## src/rtl/regfile_dump_reader_if.sv

```systemverilog
// Output stream of the register-file dump reader.
// Carries the word, its register index, last marker and valid/ready.
interface regfile_dump_reader_if #(
  parameter int ADDR_W = 5
);
  logic [31:0]       out_data;
  logic [ADDR_W-1:0] out_index;
  logic              out_last;
  logic              out_valid;
  logic              out_ready;

  modport master (
    output out_data,
    output out_index,
    output out_last,
    output out_valid,
    input  out_ready
  );

  modport slave (
    input  out_data,
    input  out_index,
    input  out_last,
    input  out_valid,
    output out_ready
  );
endinterface

```

## src/rtl/regfile_dump_reader.sv

```systemverilog
// Walks the register file through one read port and streams every word.
// REGDUMP_CHECKSUM_EN appends an XOR checksum word to each dump.
module regfile_dump_reader #(
  parameter int NUM_REGS = 32,
  parameter int ADDR_W   = 5
) (
  input  logic              clk,
  input  logic              rst,
  input  logic              start,
  output logic [ADDR_W-1:0] rd_addr,
  input  logic [31:0]       rd_data,
  regfile_dump_reader_if.master dump,
  output logic              busy,
  output logic              done
);

`ifdef REGDUMP_CHECKSUM_EN
  typedef enum logic [2:0] {
    IDLE, READ, SEND, CSUM, FIN
  } state_t;
`else
  typedef enum logic [2:0] {
    IDLE, READ, SEND, FIN
  } state_t;
`endif

  localparam logic [ADDR_W-1:0] LAST =
    ADDR_W'(NUM_REGS - 1);

  state_t            state;
  state_t            state_n;
  logic [ADDR_W-1:0] idx;
  logic [31:0]       data_q;
  logic [ADDR_W-1:0] index_q;
  logic              hs;
  logic              at_last;

  assign hs      = dump.out_valid & dump.out_ready;
  assign at_last = (idx == LAST);
  assign rd_addr = idx;
  assign busy    = (state != IDLE);
  assign done    = (state == FIN);

  always_ff @(posedge clk) begin
    if (rst) state <= IDLE;
    else     state <= state_n;
  end

  always_comb begin
    state_n = state;
    unique case (state)
      IDLE: if (start) state_n = READ;
      READ: state_n = SEND;
      SEND: begin
        if (hs) begin
`ifdef REGDUMP_CHECKSUM_EN
          state_n = at_last ? CSUM : READ;
`else
          state_n = at_last ? FIN : READ;
`endif
        end
      end
`ifdef REGDUMP_CHECKSUM_EN
      CSUM: if (hs) state_n = FIN;
`endif
      FIN:  state_n = IDLE;
      default: state_n = IDLE;
    endcase
  end

  always_ff @(posedge clk) begin
    if (rst) begin
      idx     <= '0;
      data_q  <= '0;
      index_q <= '0;
    end else begin
      if (state == IDLE && start)
        idx <= '0;
      if (state == READ) begin
        data_q  <= rd_data;
        index_q <= idx;
      end
      if (state == SEND && hs && !at_last)
        idx <= idx + 1'b1;
    end
  end

`ifdef REGDUMP_CHECKSUM_EN
  logic [31:0] csum;
  logic        in_csum;

  always_ff @(posedge clk) begin
    if (rst)
      csum <= '0;
    else if (state == IDLE && start)
      csum <= '0;
    else if (state == READ)
      csum <= csum ^ rd_data;
  end

  // The checksum word is presented straight from the accumulator.
  assign in_csum        = (state == CSUM);
  assign dump.out_valid = (state == SEND) | in_csum;
  assign dump.out_data  = in_csum ? csum : data_q;
  assign dump.out_index = in_csum ? '0 : index_q;
  assign dump.out_last  = in_csum;
`else
  logic last_q;

  always_ff @(posedge clk) begin
    if (rst)
      last_q <= 1'b0;
    else if (state == READ)
      last_q <= at_last;
  end

  assign dump.out_valid = (state == SEND);
  assign dump.out_data  = data_q;
  assign dump.out_index = index_q;
  assign dump.out_last  = last_q;
`endif

endmodule

```

## src/flat_wrapper.sv

```systemverilog
// flat-port wrapper written by rule: the top's interface ports become plain ports
module regfile_dump_reader_flat 
#(
  parameter int NUM_REGS = 32,
  parameter int ADDR_W   = 5
)
  (clk, rst, start, rd_addr, rd_data, busy, done, dump_out_data, dump_out_index, dump_out_last, dump_out_valid, dump_out_ready);
  regfile_dump_reader_if #(.ADDR_W(ADDR_W)) dump_i ();
  input  logic clk;
  input  logic rst;
  input  logic start;
  output logic [ADDR_W-1:0] rd_addr;
  input  logic [31:0] rd_data;
  output logic busy;
  output logic done;
  output wire logic [$bits(dump_i.out_data)-1:0] dump_out_data;
  output wire logic [$bits(dump_i.out_index)-1:0] dump_out_index;
  output wire logic [$bits(dump_i.out_last)-1:0] dump_out_last;
  output wire logic [$bits(dump_i.out_valid)-1:0] dump_out_valid;
  input wire logic [$bits(dump_i.out_ready)-1:0] dump_out_ready;
  assign dump_out_data = dump_i.out_data;
  assign dump_out_index = dump_i.out_index;
  assign dump_out_last = dump_i.out_last;
  assign dump_out_valid = dump_i.out_valid;
  assign dump_i.out_ready = dump_out_ready;
  regfile_dump_reader #(.NUM_REGS(NUM_REGS), .ADDR_W(ADDR_W)) u_core (.clk(clk), .rst(rst), .start(start), .rd_addr(rd_addr), .rd_data(rd_data), .dump(dump_i), .busy(busy), .done(done));
endmodule
```

## config.mk

```make
export PLATFORM = sky130hd
export DESIGN_NAME = regfile_dump_reader_flat
export DESIGN_NICKNAME = d
export VERILOG_FILES = /design/src/rtl/regfile_dump_reader_if.sv /design/src/rtl/regfile_dump_reader.sv /design/src/flat_wrapper.sv
export SDC_FILE = /design/constraint.sdc
export NUM_CORES = 1
export LEC_CHECK = 0
export ABC_AREA = 1
export CORE_MARGIN = 2
export CORE_UTILIZATION = 36
export DETAILED_ROUTE_END_ITERATION = 6
export GPL_TIMING_DRIVEN = 0
export HOLD_SLACK_MARGIN = 0.03
export MAX_ROUTING_LAYER = met4
export PLACE_DENSITY = 0.81
export RECOVER_POWER = 25
export SYNTH_ARGS = -nofsm -noshare
export SYNTH_HDL_FRONTEND = slang
export SYNTH_SLANG_ARGS = --single-unit
```

## constraint.sdc

```tcl
create_clock -name clk -period 1.21 [get_ports clk]
set_input_delay 0.363 -clock clk [delete_from_list [all_inputs] [get_ports clk]]
set_output_delay 0.363 -clock clk [all_outputs]
set_load 0.01 [all_outputs]
```

# --- Word-level counts from Yosys, hierarchy flattened ---
# Cells that the tools add are included.
totals:
  regBits: 46
  inputBits: 36
  output_inout_bits: 46
  elab_cells: 27
classes:
  addsub: 1
  n_eq_ne: 6
  n_mux: 6
  bitwise_logic: 1
  reduce_logical: 8
ops:
  columns: ["op", "n"]
  rows:
  - ["5-bit two-way mux", 2]
  - ["3-bit one-hot mux with 3 select lines", 1]
  - ["3-bit by 2-bit == test with 1-bit output, second input constant", 2]
  - ["3-bit two-way mux", 2]
  - ["5-bit by 1-bit adder with 5-bit output, second input constant", 1]
  - ["5-bit == test, second input constant", 1]
  - ["2-bit inequality test, second input constant", 2]
  - ["3-bit by 1-bit == test with 1-bit output, second input constant", 1]
  - ["1-bit logical AND", 3]
  - ["3-bit zero test", 1]
  - ["3-bit nonzero test", 1]
  - ["2-bit two-way mux", 1]
  - ["2-bit AND reduction", 1]
  - ["2-bit nonzero test", 1]
  - ["1-bit bitwise AND", 1]
  - ["1-bit zero test", 1]

# --- Longest topological paths before layout ---
depth:
  word_depth: 5
  ltp_mapped: 9
  ltp_nobuf: 9

# --- Worst setup path after synthesis ---
# Ideal clock, no wire load.
synth_timing:
  kind: "reg2reg"
  start: "reg u_core.idx[0], in the netlist u_core.rd_addr[0]"
  end: "reg u_core.idx[0], in the netlist u_core.rd_addr[0]"
  setup_time_ns: 0.117
  t_arrival_ns: 1.291
  t_required_ns: 1.093
  setup_slack_ns: -0.198
  path_stages_with_launch: 10
  n_path_buf: 0
  synth_period_minus_slack_ns: 1.408
  cell_sequence: "dfxtp_1 ha_1 nand2_1 nor2_1 ha_1 inv_1 nand2_1 nor2_2 o21ai_0 nor2_1"
synth_between:
  elab_chain_len: 4
  word_cells_on_any_way: 6
  cone_classes: "add/sub: 1; eq/ne: 1; mux: 1; reduce/logical: 3"
synth_rtl:
  columns: ["item", "line", "rtl"]
  rows:
  - ["start, declared", "regfile_dump_reader.sv:32", "logic [ADDR_W-1:0] idx;"]
  - ["start signal, assigned", "regfile_dump_reader.sv:84", "idx <= idx + 1'b1;"]
  - ["5-bit == test *", "regfile_dump_reader.sv:39", "assign at_last = (idx == LAST);"]
  - ["named net u_core.at_last", "regfile_dump_reader.sv:36", "logic at_last;"]
  - ["1-bit zero test *", "regfile_dump_reader.sv:83", "if (state == SEND && hs && !at_last)"]
  - ["1-bit logical AND *", "regfile_dump_reader.sv:83", null]
  - ["5-bit two-way mux or 2-bit nonzero test (tied branches)", null, null]
# Mark *: on every way through the listed nets, which the timed path passes. The rest lies on a longest branch.
# A chain may end at the register's enable or synchronous reset.

# --- Worst setup path after layout ---
layout_timing:
  start: "reg u_core.state[1]"
  end: "out dump_out_valid"
layout_between:
  elab_chain_len: 1
layout_rtl:
  columns: ["item", "line", "rtl"]
  rows:
  - ["start, declared", "regfile_dump_reader.sv:30", "state_t state;"]
  - ["start signal, assigned", "regfile_dump_reader.sv:46", "else state <= state_n;"]
  - ["3-bit by 2-bit == test with 1-bit output", "regfile_dump_reader.sv:117", "assign dump.out_valid = (state == SEND);"]
  - ["end, declared", "flat_wrapper.sv:19", "output wire logic [$bits(dump_i.out_valid)-1:0] dump_out_valid;"]
# No other way between the ends.

==> metrics.cfg <==
[floorplan]
die_w_um=73.2
coreArea_um2=4660
io_pins=82
die_h_um=73.2
row_count=25
start_util=0.370
die_area_um2=5360

[power_and_ir_drop]
power_density_nw_per_um2=1210
internal_power_w=0.00272
ir_drop_v=0.000692
swShare=0.306
p_comb_frac=0.320
share_seq_of_total_power=0.447
p_leak_nw=1.45
switchingPower_w=0.00120
clockPowerShare=0.233
p_total_w=0.00392

[hold_path]
holdPathEnd=u_core.state[0]
min_path_type=register to register
worstHoldStart=u_core.state[0]
hold_depth=1

[critical_path]
regToRegEndpoint=u_core.rd_addr[3]
crit_arrival_ns=1.03
r2r_start=u_core.rd_addr[0]
end_kind=output pin
cp_max_fo=3
crit_path_start_kind=register
r2r_slack_ns=-0.18
reg2reg_depth=9
required_ns=0.85
critical_path_class=register to output pin

[yosys]
yosysMostFrequentCell=nor2_1
avgSynthCellArea_um2=8.06
synthTopCellsByArea=dfxtp_1 52%, nor2_1 16%, o21ai_0 11%
yosys.cell_types.count=21
ys_top_cells_by_count=75 x nor2_1, 45 x dfxtp_1, 39 x o21ai_0
synth.net_count=252
synth_seq_cells=45
yosysWarnings=0
yosysTopAreaCell=dfxtp_1
synthCells=214
synth_top_area_share=0.522
synth_edf_count=0
synth_flop_cell=dfxtp_1
ys_seq_area_frac=0.522
synthesis.area_um2=1720
async_reset_ff_frac=0

[finish]
fillers=368
nets=379
utilization=0.696
multi_input_area_um2=996
syn2layout_area_growth_pct=88.2
ff_latch_area_um2=951
diodes=0
drive_above_1_share=0.611

[route]
antenna_left=0
via_count=1963
avgRoutedWirePerCell_um=14.4
wirelength_um=5710
drtIter0Drc=75
first_pass_iters=4
viasPerCell=4.96
drc=0

[global_routing]
grt_max_degree=13
grt_pass1_wl_um=8070
antenna_found_initial=0
global_route.overflow_total=0
grt_pass1_vias=1752
grt_usage=0.199

[clock_tree]
clk_pin_slew_ns=0.08
clockBufferDepth=2
cts-root-buf=clkbuf_8
cts_hold_buffers=0
numCtsBuffers=5
cts_tree=built
clkLatencyLatePin_ns=0.30
htree_levels=2
clock_sink_count=45

[job]
maxCapViolations=0

[sta]
rsz0062_at_grt=true
hold_viol_final=0
worst_slack_ns=-0.182
fin_crit_sh=1.15
drv_slew=0
finalCriticalPeriod_ns=1.39
worst_slew_pin_slew_ns=0.350
hold_ws_ns=0.475
clock_skew_ns=0.00535
fmax_mhz=719
setup_viol=49
slew_headroom=0.767

[placement]
place_worst_setup_slack_ns=-0.553
gp_congestion=0.728
dpl.hpwl_um=3040
io_buffers=81

[status]
status=complete, but fails checks
violations=setup timing

[registers in the layout, indices dropped and copies added, names as in the netlist]
signal                 cells
u_core.dump.out_last       1
u_core.dump.out_data      32
u_core.rd_addr             5
u_core.state               2
u_core.dump.out_index      5
[critical path, stage by stage, from the launching register on]
cell and delay (ns):
dfxtp_4 0.36, buf_6 0.11, inv_6 0.04, nor2_4 0.10
buf_6 0.11
[layout by cell type, fill, tap and decap left out, drive strengths merged]
| cell | synthesis | final |
|---|---|---|
| nand4 | 1 | 1 |
| dlygate4sd2 | 0 | 1 |
| clkbuf | 4 | 13 |
| a21oi | 7 | 7 |
| ha | 2 | 2 |
| inv | 8 | 9 |
| a21boi | 1 | 1 |
| nand2 | 12 | 12 |
| o21ai | 41 | 41 |
| clkdlybuf4s50 | 0 | 34 |
| dfxtp | 45 | 45 |
| nor2 | 78 | 78 |
| nor3 | 1 | 1 |
| nand3 | 7 | 7 |
| buf | 7 | 90 |
[layer usage]
layer  part of all wire  global-route usage  up-vias
li1                   -                   -      956
met3              0.051              0.0483       10
met5                  0                   -        -
met2               0.51               0.314       66
met4              0.012              0.0700        0
met1               0.43               0.248      931
[area by class of cell]
| cell class | instances | share of cell area |
|---|---|---|
| plain buffers | 10 | 0.0316 |
| repair buffers | 120 | 0.307 |
| inverters | 8 | 0.0147 |
| multi-input cells | 150 | 0.307 |
| flip-flops and latches | 45 | 0.293 |
| well taps | 54 | 0.0208 |
| repair inverters | 1 | 0.00116 |
| clock buffers | 8 | 0.0247 |
[worst max-delay path by stage]
stage | start | endpoint | slack (ns) | cells after the start
final | u_core.state[1] | dump_out_valid | -0.18 | 4
after global routing | u_core.rd_addr[0] | u_core.rd_addr[4] | -0.25 | 9
after CTS | u_core.state[1] | dump_out_valid | -0.15 | 4
after detailed placement | rst | u_core.dump.out_data[11] | -0.55 | 5
after global placement | rst | u_core.rd_addr[2] | -0.53 | 5
after floorplan | u_core.rd_addr[1] | u_core.rd_addr[3] | -0.08 | 9
[cells by family after synthesis]
family,count (synthesis),share of synthesized area
AOI/OAI and AO/OA,49,0.150
adders and majority gates,2,0.0145
buffers and inverters,19,0.0747
DFF,45,0.522
and+or+nand+nor,99,0.238
[timing repair]
| action | CTS | global route |
|---|---|---|
| gates cloned | 5 | 1 |
| pin swaps | 11 | 47 |
| buffers inserted | 18 | 16 |
| setup endpoints to repair | 90 | 66 |
| gates resized for setup | 232 | 133 |
[power groups by stage]
stage | Combinational [W] | Clock, W | Sequential [W]
2_1_floorplan | 0.000336 | 0 | 0.00181
3_3_place_gp | 0.000896 | 0 | 0.00174
3_5_place_dp | 0.000908 | 0 | 0.00175
4_1_cts | 0.000996 | 0.000932 | 0.00172
5_1_grt | 0.00135 | 0.000988 | 0.00177
6_report | 0.00125 | 0.000913 | 0.00175
[per-stage QoR]
step                      cell area, µm²  TNS [ns]  std cells
after floorplan                     1760    -0.328        214
after global placement              2640    -21.68        349
after detailed placement            2640    -22.37        349
after CTS                           2920     -2.63        380
after global routing                3240     -7.43        396
final                               3240     -4.59        396
Power figures use the tool's default switching activity.
